**config.mk**
```make
export PLATFORM = sky130hd
export DESIGN_NAME = ov_init_seq
export DESIGN_NICKNAME = d
export VERILOG_FILES = /design/src/rtl/ov_init_pkg.sv /design/src/rtl/ov_init_delay.sv /design/src/rtl/ov_init_seq.sv
export SDC_FILE = /design/constraint.sdc
export NUM_CORES = 1
export LEC_CHECK = 0
export CORE_MARGIN = 2
export CORE_UTILIZATION = 50
export CTS_CLUSTER_SIZE = 12
export DETAILED_ROUTE_END_ITERATION = 7
export PLACE_DENSITY_LB_ADDON = 0.12
export SYNTH_ARGS = -nofsm -noshare
export SYNTH_HDL_FRONTEND = slang
export SYNTH_SLANG_ARGS = --single-unit
```
**constraint.sdc**
```tcl
create_clock -name clk -period 2.5 [get_ports clk]
set_input_delay 0.625 -clock clk [delete_from_list [all_inputs] [get_ports clk]]
set_output_delay 0.625 -clock clk [all_outputs]
set_load 0.01 [all_outputs]
```
**src/rtl/ov_init_pkg.sv**
```systemverilog
// Shared types for the OV camera init sequencer: command table layout,
// opcodes, sequencer states and SCCB address helper.
package ov_init_pkg;

   typedef enum logic [1:0] {
      OP_WRITE = 2'd0,
      OP_DELAY = 2'd1,
      OP_END   = 2'd2,
      OP_NOP   = 2'd3
   } op_e;

   // One 18-bit table entry: [17:16] op, [15:8] sub-address, [7:0] data / ms
   typedef struct packed {
      op_e        op;
      logic [7:0] sub;
      logic [7:0] data;
   } cmd_t;

   typedef enum logic [3:0] {
      ST_IDLE,
      ST_FETCH,
      ST_DECODE,
      ST_ISSUE,
      ST_WAIT,
      ST_DELAY,
      ST_ADVANCE,
      ST_NEXT_CAM,
      ST_DONE,
      ST_ERR,
      ST_VISSUE,
      ST_VWAIT
   } state_e;

   // COM7 self-clears its reset bit, so a readback can never match the write
   localparam logic [7:0] SUB_COM7 = 8'h12;

   // SCCB 8-bit device address: bit0 selects read (1) or write (0)
   function automatic logic [7:0] sccb_dev_addr(input logic [7:0] chip, input logic rd);
      return {chip[7:1], rd};
   endfunction

endpackage

```
**src/rtl/ov_init_delay.sv**
```systemverilog
// Millisecond delay timer: a clk-cycle prescaler producing ms ticks and a
// down-counter of milliseconds. load starts a delay of ms milliseconds;
// expire pulses for one cycle when it has elapsed.
module ov_init_delay
   import ov_init_pkg::*;
#(
   parameter int TICKS_PER_MS = 25000
) (
   input  logic       clk,
   input  logic       reset,
   input  logic       load,
   input  logic [7:0] ms,
   output logic       expire
);

   localparam int             PRE_W   = (TICKS_PER_MS > 1) ? $clog2(TICKS_PER_MS) : 1;
   localparam logic [PRE_W-1:0] PRE_MAX = PRE_W'(TICKS_PER_MS - 1);

   logic             active_q, active_d;
   logic [PRE_W-1:0] pre_q, pre_d;
   logic [7:0]       ms_q, ms_d;
   logic             expire_q, expire_d;

   // Next-state: reload prescaler each ms, count ms down, pulse expire at the end
   always_comb begin
      active_d = active_q;
      pre_d    = pre_q;
      ms_d     = ms_q;
      expire_d = 1'b0;
      if (load) begin
         if (ms == 8'd0) begin
            expire_d = 1'b1;
         end else begin
            active_d = 1'b1;
            pre_d    = PRE_MAX;
            ms_d     = ms;
         end
      end else if (active_q) begin
         if (pre_q == '0) begin
            if (ms_q == 8'd1) begin
               active_d = 1'b0;
               ms_d     = 8'd0;
               expire_d = 1'b1;
            end else begin
               ms_d  = ms_q - 8'd1;
               pre_d = PRE_MAX;
            end
         end else begin
            pre_d = pre_q - PRE_W'(1);
         end
      end
   end

   // Timer registers
   always_ff @(posedge clk) begin
      if (reset) begin
         active_q <= 1'b0;
         pre_q    <= '0;
         ms_q     <= 8'd0;
         expire_q <= 1'b0;
      end else begin
         active_q <= active_d;
         pre_q    <= pre_d;
         ms_q     <= ms_d;
         expire_q <= expire_d;
      end
   end

   assign expire = expire_q;

endmodule

```
**src/rtl/ov_init_seq.sv**
```systemverilog
// Table-driven camera register init sequencer. Walks an external command
// table (write / delay / end / nop) once per camera over one shared SCCB
// master, retrying NACKed writes up to MAX_RETRY times.
// Optional build macro OV_INIT_VERIFY_EN: read back every successful write
// (except COM7) and treat a mismatch like a NACK.
module ov_init_seq
   import ov_init_pkg::*;
#(
   parameter int         NUM_CAM      = 2,
   parameter logic [7:0] CHIP_ADDR    = 8'h42,
   parameter int         TBL_DEPTH    = 64,
   parameter int         TICKS_PER_MS = 25000,
   parameter int         MAX_RETRY    = 3,
   localparam int        TBL_AW       = $clog2(TBL_DEPTH),
   localparam int        CAM_W        = (NUM_CAM > 1) ? $clog2(NUM_CAM) : 1
) (
   input  logic              clk,
   input  logic              reset,
   input  logic              start,
   output logic              busy,
   output logic              done,
   output logic              error,
   output logic [TBL_AW-1:0] err_index,
   output logic [CAM_W-1:0]  err_cam,
   output logic [TBL_AW-1:0] tbl_addr,
   input  logic [17:0]       tbl_data,
   output logic [CAM_W-1:0]  cam_sel,
   output logic              sccb_req,
   output logic              sccb_rd,
   output logic [7:0]        sccb_addr,
   output logic [7:0]        sccb_sub,
   output logic [7:0]        sccb_wdata,
   input  logic              sccb_ack,
   input  logic              sccb_done,
   input  logic              sccb_nack,
   input  logic [7:0]        sccb_rdata
);

   localparam int                RTY_W    = (MAX_RETRY > 0) ? $clog2(MAX_RETRY + 1) : 1;
   localparam logic [TBL_AW-1:0] LAST_IDX = TBL_AW'(TBL_DEPTH - 1);
   localparam logic [CAM_W-1:0]  LAST_CAM = CAM_W'(NUM_CAM - 1);
   localparam logic [RTY_W-1:0]  RTY_MAX  = RTY_W'(MAX_RETRY);
   localparam logic [7:0]        ADDR_WR  = sccb_dev_addr(CHIP_ADDR, 1'b0);
`ifdef OV_INIT_VERIFY_EN
   localparam logic [7:0]        ADDR_RD  = sccb_dev_addr(CHIP_ADDR, 1'b1);
`endif

   state_e            state_q, state_d;
   logic [TBL_AW-1:0] index_q, index_d;
   logic [CAM_W-1:0]  cam_q, cam_d;
   logic [RTY_W-1:0]  retry_q, retry_d;
   logic [7:0]        sub_q, sub_d;
   logic [7:0]        data_q, data_d;
   logic              req_q, req_d;
   logic [7:0]        addr_q, addr_d;
   logic              load_q, load_d;
   logic              busy_q, busy_d;
   logic              done_q, done_d;
   logic              error_q, error_d;
   logic [TBL_AW-1:0] err_index_q, err_index_d;
   logic [CAM_W-1:0]  err_cam_q, err_cam_d;
`ifdef OV_INIT_VERIFY_EN
   logic              rd_q, rd_d;
`endif

   cmd_t cmd;
   logic dly_expire;

   assign cmd = cmd_t'(tbl_data);

   ov_init_delay #(
      .TICKS_PER_MS (TICKS_PER_MS)
   ) u_delay (
      .clk    (clk),
      .reset  (reset),
      .load   (load_q),
      .ms     (data_q),
      .expire (dly_expire)
   );

   // Sequencer next-state and registered-output logic
   always_comb begin
      state_d     = state_q;
      index_d     = index_q;
      cam_d       = cam_q;
      retry_d     = retry_q;
      sub_d       = sub_q;
      data_d      = data_q;
      req_d       = req_q;
      addr_d      = addr_q;
      load_d      = 1'b0;
      busy_d      = busy_q;
      done_d      = done_q;
      error_d     = error_q;
      err_index_d = err_index_q;
      err_cam_d   = err_cam_q;
`ifdef OV_INIT_VERIFY_EN
      rd_d        = rd_q;
`endif
      case (state_q)
         ST_IDLE: begin
            if (start) begin
               done_d      = 1'b0;
               error_d     = 1'b0;
               busy_d      = 1'b1;
               index_d     = '0;
               cam_d       = '0;
               retry_d     = '0;
               err_index_d = '0;
               err_cam_d   = '0;
               state_d     = ST_FETCH;
            end
         end
         // tbl_addr follows index; the ROM answers one cycle later
         ST_FETCH: state_d = ST_DECODE;
         ST_DECODE: begin
            sub_d  = cmd.sub;
            data_d = cmd.data;
            case (cmd.op)
               OP_WRITE: begin
                  req_d   = 1'b1;
                  addr_d  = ADDR_WR;
                  state_d = ST_ISSUE;
               end
               OP_DELAY: begin
                  if (cmd.data == 8'd0) begin
                     state_d = ST_ADVANCE;
                  end else begin
                     load_d  = 1'b1;
                     state_d = ST_DELAY;
                  end
               end
               OP_END:  state_d = ST_NEXT_CAM;
               default: state_d = ST_ADVANCE;
            endcase
         end
         ST_ISSUE: begin
            if (sccb_ack) begin
               req_d   = 1'b0;
               state_d = ST_WAIT;
            end
         end
         ST_WAIT: begin
            if (sccb_done) begin
               if (sccb_nack) begin
                  if (retry_q < RTY_MAX) begin
                     retry_d = retry_q + RTY_W'(1);
                     req_d   = 1'b1;
                     addr_d  = ADDR_WR;
                     state_d = ST_ISSUE;
                  end else begin
                     state_d = ST_ERR;
                  end
               end
`ifdef OV_INIT_VERIFY_EN
               else if (sub_q != SUB_COM7) begin
                  req_d   = 1'b1;
                  rd_d    = 1'b1;
                  addr_d  = ADDR_RD;
                  state_d = ST_VISSUE;
               end
`endif
               else begin
                  retry_d = '0;
                  state_d = ST_ADVANCE;
               end
            end
         end
`ifdef OV_INIT_VERIFY_EN
         ST_VISSUE: begin
            if (sccb_ack) begin
               req_d   = 1'b0;
               rd_d    = 1'b0;
               state_d = ST_VWAIT;
            end
         end
         // A failed readback costs a retry and reissues the original write
         ST_VWAIT: begin
            if (sccb_done) begin
               if (sccb_nack || (sccb_rdata != data_q)) begin
                  if (retry_q < RTY_MAX) begin
                     retry_d = retry_q + RTY_W'(1);
                     req_d   = 1'b1;
                     addr_d  = ADDR_WR;
                     state_d = ST_ISSUE;
                  end else begin
                     state_d = ST_ERR;
                  end
               end else begin
                  retry_d = '0;
                  state_d = ST_ADVANCE;
               end
            end
         end
`endif
         ST_DELAY: begin
            if (dly_expire) state_d = ST_ADVANCE;
         end
         // Running off the last table entry behaves like an END
         ST_ADVANCE: begin
            index_d = index_q + TBL_AW'(1);
            state_d = (index_q == LAST_IDX) ? ST_NEXT_CAM : ST_FETCH;
         end
         ST_NEXT_CAM: begin
            if (cam_q == LAST_CAM) begin
               state_d = ST_DONE;
            end else begin
               cam_d   = cam_q + CAM_W'(1);
               index_d = '0;
               state_d = ST_FETCH;
            end
         end
         ST_DONE: begin
            done_d  = 1'b1;
            busy_d  = 1'b0;
            state_d = ST_IDLE;
         end
         ST_ERR: begin
            error_d     = 1'b1;
            busy_d      = 1'b0;
            err_index_d = index_q;
            err_cam_d   = cam_q;
            state_d     = ST_IDLE;
         end
         default: state_d = ST_IDLE;
      endcase
   end

   // Sequencer state and output registers
   always_ff @(posedge clk) begin
      if (reset) begin
         state_q     <= ST_IDLE;
         index_q     <= '0;
         cam_q       <= '0;
         retry_q     <= '0;
         sub_q       <= 8'd0;
         data_q      <= 8'd0;
         req_q       <= 1'b0;
         addr_q      <= 8'd0;
         load_q      <= 1'b0;
         busy_q      <= 1'b0;
         done_q      <= 1'b0;
         error_q     <= 1'b0;
         err_index_q <= '0;
         err_cam_q   <= '0;
`ifdef OV_INIT_VERIFY_EN
         rd_q        <= 1'b0;
`endif
      end else begin
         state_q     <= state_d;
         index_q     <= index_d;
         cam_q       <= cam_d;
         retry_q     <= retry_d;
         sub_q       <= sub_d;
         data_q      <= data_d;
         req_q       <= req_d;
         addr_q      <= addr_d;
         load_q      <= load_d;
         busy_q      <= busy_d;
         done_q      <= done_d;
         error_q     <= error_d;
         err_index_q <= err_index_d;
         err_cam_q   <= err_cam_d;
`ifdef OV_INIT_VERIFY_EN
         rd_q        <= rd_d;
`endif
      end
   end

`ifdef OV_INIT_VERIFY_EN
   assign sccb_rd = rd_q;
`else
   // Readback path absent: read data is not consumed
   logic unused_rdata;
   assign unused_rdata = ^sccb_rdata;
   assign sccb_rd      = 1'b0;
`endif

   assign busy       = busy_q;
   assign done       = done_q;
   assign error      = error_q;
   assign err_index  = err_index_q;
   assign err_cam    = err_cam_q;
   assign tbl_addr   = index_q;
   assign cam_sel    = cam_q;
   assign sccb_req   = req_q;
   assign sccb_addr  = addr_q;
   assign sccb_sub   = sub_q;
   assign sccb_wdata = data_q;

endmodule

```
=== After elaboration in Yosys (flattened, before gate mapping) ===
Index checks and enable logic that the tools add are counted.

* Logic and storage cells: 138
* Input bits: 32
* Output and inout port bits: 43
* Register bits: 74

* Multiplexer cells: 60
* Add/subtract/negate cells: 5
* Equality and inequality tests: 24
* Bitwise gates (word level): 2
* Reductions and logical operators: 28
* $lt $le $gt $ge: 1

{| class="wikitable"
|+ Operators with widths
! kind !! count
|-
| $mux 15 || 5
|-
| $mux 8 || 9
|-
| $pmux 4 s8 || 1
|-
| $mux 4 || 7
|-
| $mux 1 || 19
|-
| $pmux 6 s3 || 1
|-
| $eq 4x3->1 const B || 4
|-
| $logic_not 8->1 || 2
|-
| $pmux 8 s2 || 1
|-
| $reduce_bool 2->1 || 8
|-
| $logic_not 15->1 || 1
|-
| $sub 15x1->15 const B || 1
|-
| $ne 2x2->1 const B || 7
|-
| $mux 6 || 2
|-
| $pmux 6 s2 || 1
|-
| $mux 2 || 5
|-
| $pmux 1 s2 || 5
|-
| $pmux 3 s3 || 1
|-
| $reduce_and 3->1 || 3
|-
| $eq 4x2->1 const B || 2
|-
| $eq 4x4->1 const B || 2
|-
| $eq 8x1->1 const B || 1
|-
| $reduce_and 2->1 || 4
|-
| $reduce_and 4->1 || 2
|-
| other kinds (22) || 26
|}

=== Logic depth before layout (Yosys ltp) ===
Gate-level depths: netlist (run 1).

* Word-level depth: 5
* Mapped depth: 8
* Gate-level depth less buffers: 7

=== Cells and area by module ===
From an unflattened synthesis (run 1), not the netlist that was laid out.

* Cell total of the unflattened synthesis: 423
* Area total of the unflattened synthesis: 3,512.1 µm²

{| class="wikitable"
|+ Modules (own cells, without submodules)
! module !! cells each !! area an instance (µm²) !! seq. area each (µm²) !! instances
|-
| ov_init_seq || 246 || 2,000.7 || 840.8 || 1
|-
| ov_init_delay || 177 || 1,511.4 || 500.5 || 1
|}

=== Least setup slack after synthesis (run 1) ===
OpenSTA, ideal clock, no wires.

* Path type: register to register
* Start: reg u_delay.pre_q[6]
* End: reg u_delay.pre_q[13]
* Library setup time: 0.070 ns
* Cell stages (with the launch flop): 7
* Slack: 0.422 ns
* Data arrival time: 2.008 ns
* Buffers on the path: 1
* Path through: dfxtp_1 buf_6 or4_4 or3_1 or3_1 a211o_1 a21oi_1

* Cells in the longest elaborated chain, start to end: 4

{| class="wikitable"
|+ RTL lines
! item !! line !! source
|-
| start, declared || ov_init_delay.sv:20 || <nowiki>logic [PRE_W-1:0] pre_q, pre_d;</nowiki>
|-
| start signal, assigned || ov_init_delay.sv:63 || <nowiki>pre_q <= pre_d;</nowiki>
|-
| $sub 15x1->15 or $logic_not 15->1 (tied branches) || ov_init_delay.sv:49, ov_init_delay.sv:39 ||
|-
| $mux 15 || ov_init_delay.sv:39 || <nowiki>if (pre_q == '0) begin</nowiki>
|-
| $mux 15 || ov_init_delay.sv:38 || <nowiki>end else if (active_q) begin</nowiki>
|-
| $mux 15 || ov_init_delay.sv:30 || <nowiki>if (load) begin</nowiki>
|}

Parallel ways exist; a longest one is shown, timed or not. The select of a mux whose other input is x is not followed.
A chain may end at the register's enable or synchronous reset.

=== Worst setup path in the final report (run 1) ===
* Start: reg u_delay.pre_q[0]
* End: reg u_delay.pre_q[8]

The elaborated chain is that of the path after synthesis.

==> results.cfg, run 1 <==
[run_status]
status = completed

[setup_path]
cpMaxStageDelayCell = or4_2
required_ns = 2.77
crit_family = compound AO/OA/AOI/OAI gates
cp_common_cell = inv_1
crit_buf_inv = 3
end_kind = flop
start_kind = flop
cp_max_fo = 9
max_stage_delay_ns = 0.53
crit_type = flop to flop
crit_arrival_ns = 2.40
critical_path.cell_chain = inv_1 > ha_1 > inv_1 > a311oi_1 > o211ai_1 > buf_4 > or4_2 > a31oi_1

[logic_synthesis]
yosysTopAreaCellShare_pct = 41.10
yosysSeqAreaShare_pct = 41.10
synth.avg_cell_area_sq_um = 8.018
synthTopCellsByCount = 67 x dfxtp_1, 58 x nand2_1, 44 x a21oi_1
async_flop_share_pct = 0
synth_edf_count = 0
yosysUniqueCellTypes = 55
synthCells = 407
synth_area_leaders = dfxtp_1 41%, a21oi_1 6.7%, nand2_1 6.7%
yosysWarnings = 0
synth_most_common_cell = dfxtp_1
yosys.area.top_type = dfxtp_1
ys.flop_type = dfxtp_1
synth-seq-cells = 67
synth_area_sq_um = 3263

[global_route]
grt_pass1_wl_um = 13200
grt_max_degree = 19
first_global_vias = 2918
grt_overflow = 0
antenna_found_initial = 0
track_usage_pct = 22.23

[floorplan]
die-area_sq_um = 7189
die_h_um = 84.79
io_pins = 75
initial_core_util_pct = 51.68
coreArea_sq_um = 6314
die_x_um = 84.79
row_count = 29

[clocking]
path_clk_slew_ns = 0.07
clock_path_buffers = 2
numCtsBuffers = 9
cts_root_buffer = clkbuf_8
cts_hold_buf = 0
post_cts_resize_count = 0
postCtsSetupRepairBufs = 0
h-tree-depth = 3
cts_sinks = 67
clkLatencyLatePin_ns = 0.34
cts_tree = done

[power]
p_sw_share_pct = 36.67
p_leak_uw = 0.001461
max-vdd-ir-drop_uv = 500.2
p_comb_share_pct = 36.9
seqPwrFrac_pct = 38.9
switching_power_uw = 1281
internal_power_uw = 2212
p_per_area_nw_per_um2 = 846.6
p_clk_share_pct = 24.2
total_power_uw = 3493

[timing]
setup_viol = 0
finClkSkew_ns = 0.004769
max_clock_freq_mhz = 468.1
fin_setup_tns_ns = 0
maxSlewViolCount = 0
min_period_ns = 2.137
relSlewSlack_pct = 62.07
rsz0062_at_grt = false
finalCritPeriodShare_pct = 85.46
finalHoldViolations = 0
whs_ns = 0.4588
setup_ws_ns = 0.3635
worst_slew_pin_slew_ns = 0.5637

[placed_design]
gp_congestion = 0.8546
dp_hpwl_um = 5553
place_ws_ns = 0.1036
port_buffers = 59

[route]
via_count = 3126
drt_iter0_drc = 137
post-route-drc-count = 0
vias_per_cell = 5.653
routed_wl_um = 7818
antenna_left = 0
wl_per_cell_um = 14.14
first_pass_iters = 5

[layout]
nNetsFinal = 510
layout-drive-gt1-share_pct = 7.983
syn2layout_area_growth_pct = 26.46
antenna_cells = 0

[flow_run]
maxCapViolCount = 0

[hold_path]
hp-class = flop to flop
per-layer routing:
metal | routed length, um | share of wire [%] | track usage (%) | vias to the layer above
li1 | - | - | - | 1585
met1 | 3694 | 47 | 29.94 | 1466
met2 | 3727 | 48 | 35.93 | 67
met3 | 321 | 4.1 | 5.211 | 8
met4 | 74 | 0.95 | 6.061 | 0
met5 | 0 | 0 | 0 | -
placed cells by master, fill, tap and decap left out, types with 8 or more instances in the layout:
master            n
inv_1            11
o21ai_0          18
nand2_1          58
nand3_1           8
a22oi_1           8
nor2_1           43
a21oi_1          44
clkdlybuf4s50_1  58
clkbuf_8         12
buf_4            16
dfxtp_1          67
nor2b_1           8
power groups by stage:
stage	clock network (uW)	registers, uW	logic [uW]
floorplan	0	1340	856
global placement	0	1370	1260
detailed placement	0	1380	1280
CTS	858	1350	1290
global route	908	1380	1440
finish	847	1360	1290
final timing paths:
kind,start,to,slack (ns),depth (start not counted)
worst max-delay path,u_delay.pre_q[0],u_delay.pre_q[8],0.36,8
worst min-delay path,sccb_sub[4],sccb_sub[4],0.46,2
worst max register to register,u_delay.pre_q[0],u_delay.pre_q[8],0.36,8
worst min register to register,sccb_sub[4],sccb_sub[4],0.46,2
cell type report:
class	count	area (sq um)
multi-input combinational	308	1763
fill	533	2187
timing repair buffer	75	705.7
inverter	11	41.29
clock buffer	13	168.9
tap	77	96.34
sequential	67	1341
clock inverter	2	10.01
cells by family after synthesis:
kind of cell	synth area share (%)
simple gates	25.96
compound gates	22.51
flops	41.10
buf+inv	5.560
xor+xnor	2.147
fa+ha+maj	2.301
other cells	0.1149
mux	0.3068
worst register-to-register path: stages, from the launching register on:
cell and delay [ns]:
dfxtp_1 0.35, inv_1 0.10, ha_1 0.21, inv_1 0.06, a311oi_1 0.31, o211ai_1 0.14, buf_4 0.18, or4_2 0.53
a31oi_1 0.17
sequential cells by signal, summed over array words and instances (netlist names), 2 cells and up:
| name | count |
|---|---|
| err_index | 6 |
| retry_q | 2 |
| sccb_sub | 8 |
| sccb_wdata | 8 |
| state_q | 4 |
| tbl_addr | 6 |
| u_delay.ms_q | 8 |
| u_delay.pre_q | 15 |
through the flow:
stage	instance area, sq um	util (%)	cells
global placement	3948	62.52	538
global route	4126	65.36	553
finish	4126	65.36	553
floorplan	3286	-	413
CTS	4126	65.36	553
detailed placement	3948	62.52	538
No activity file was read; power rests on OpenSTA's default activity.
==> run 2: changes to the inputs <==
Settings changed: HOLD_SLACK_MARGIN from default to 0.1.
==> results of run 2 <==
Final layout, timing and power as in run 1 (identical DEF).
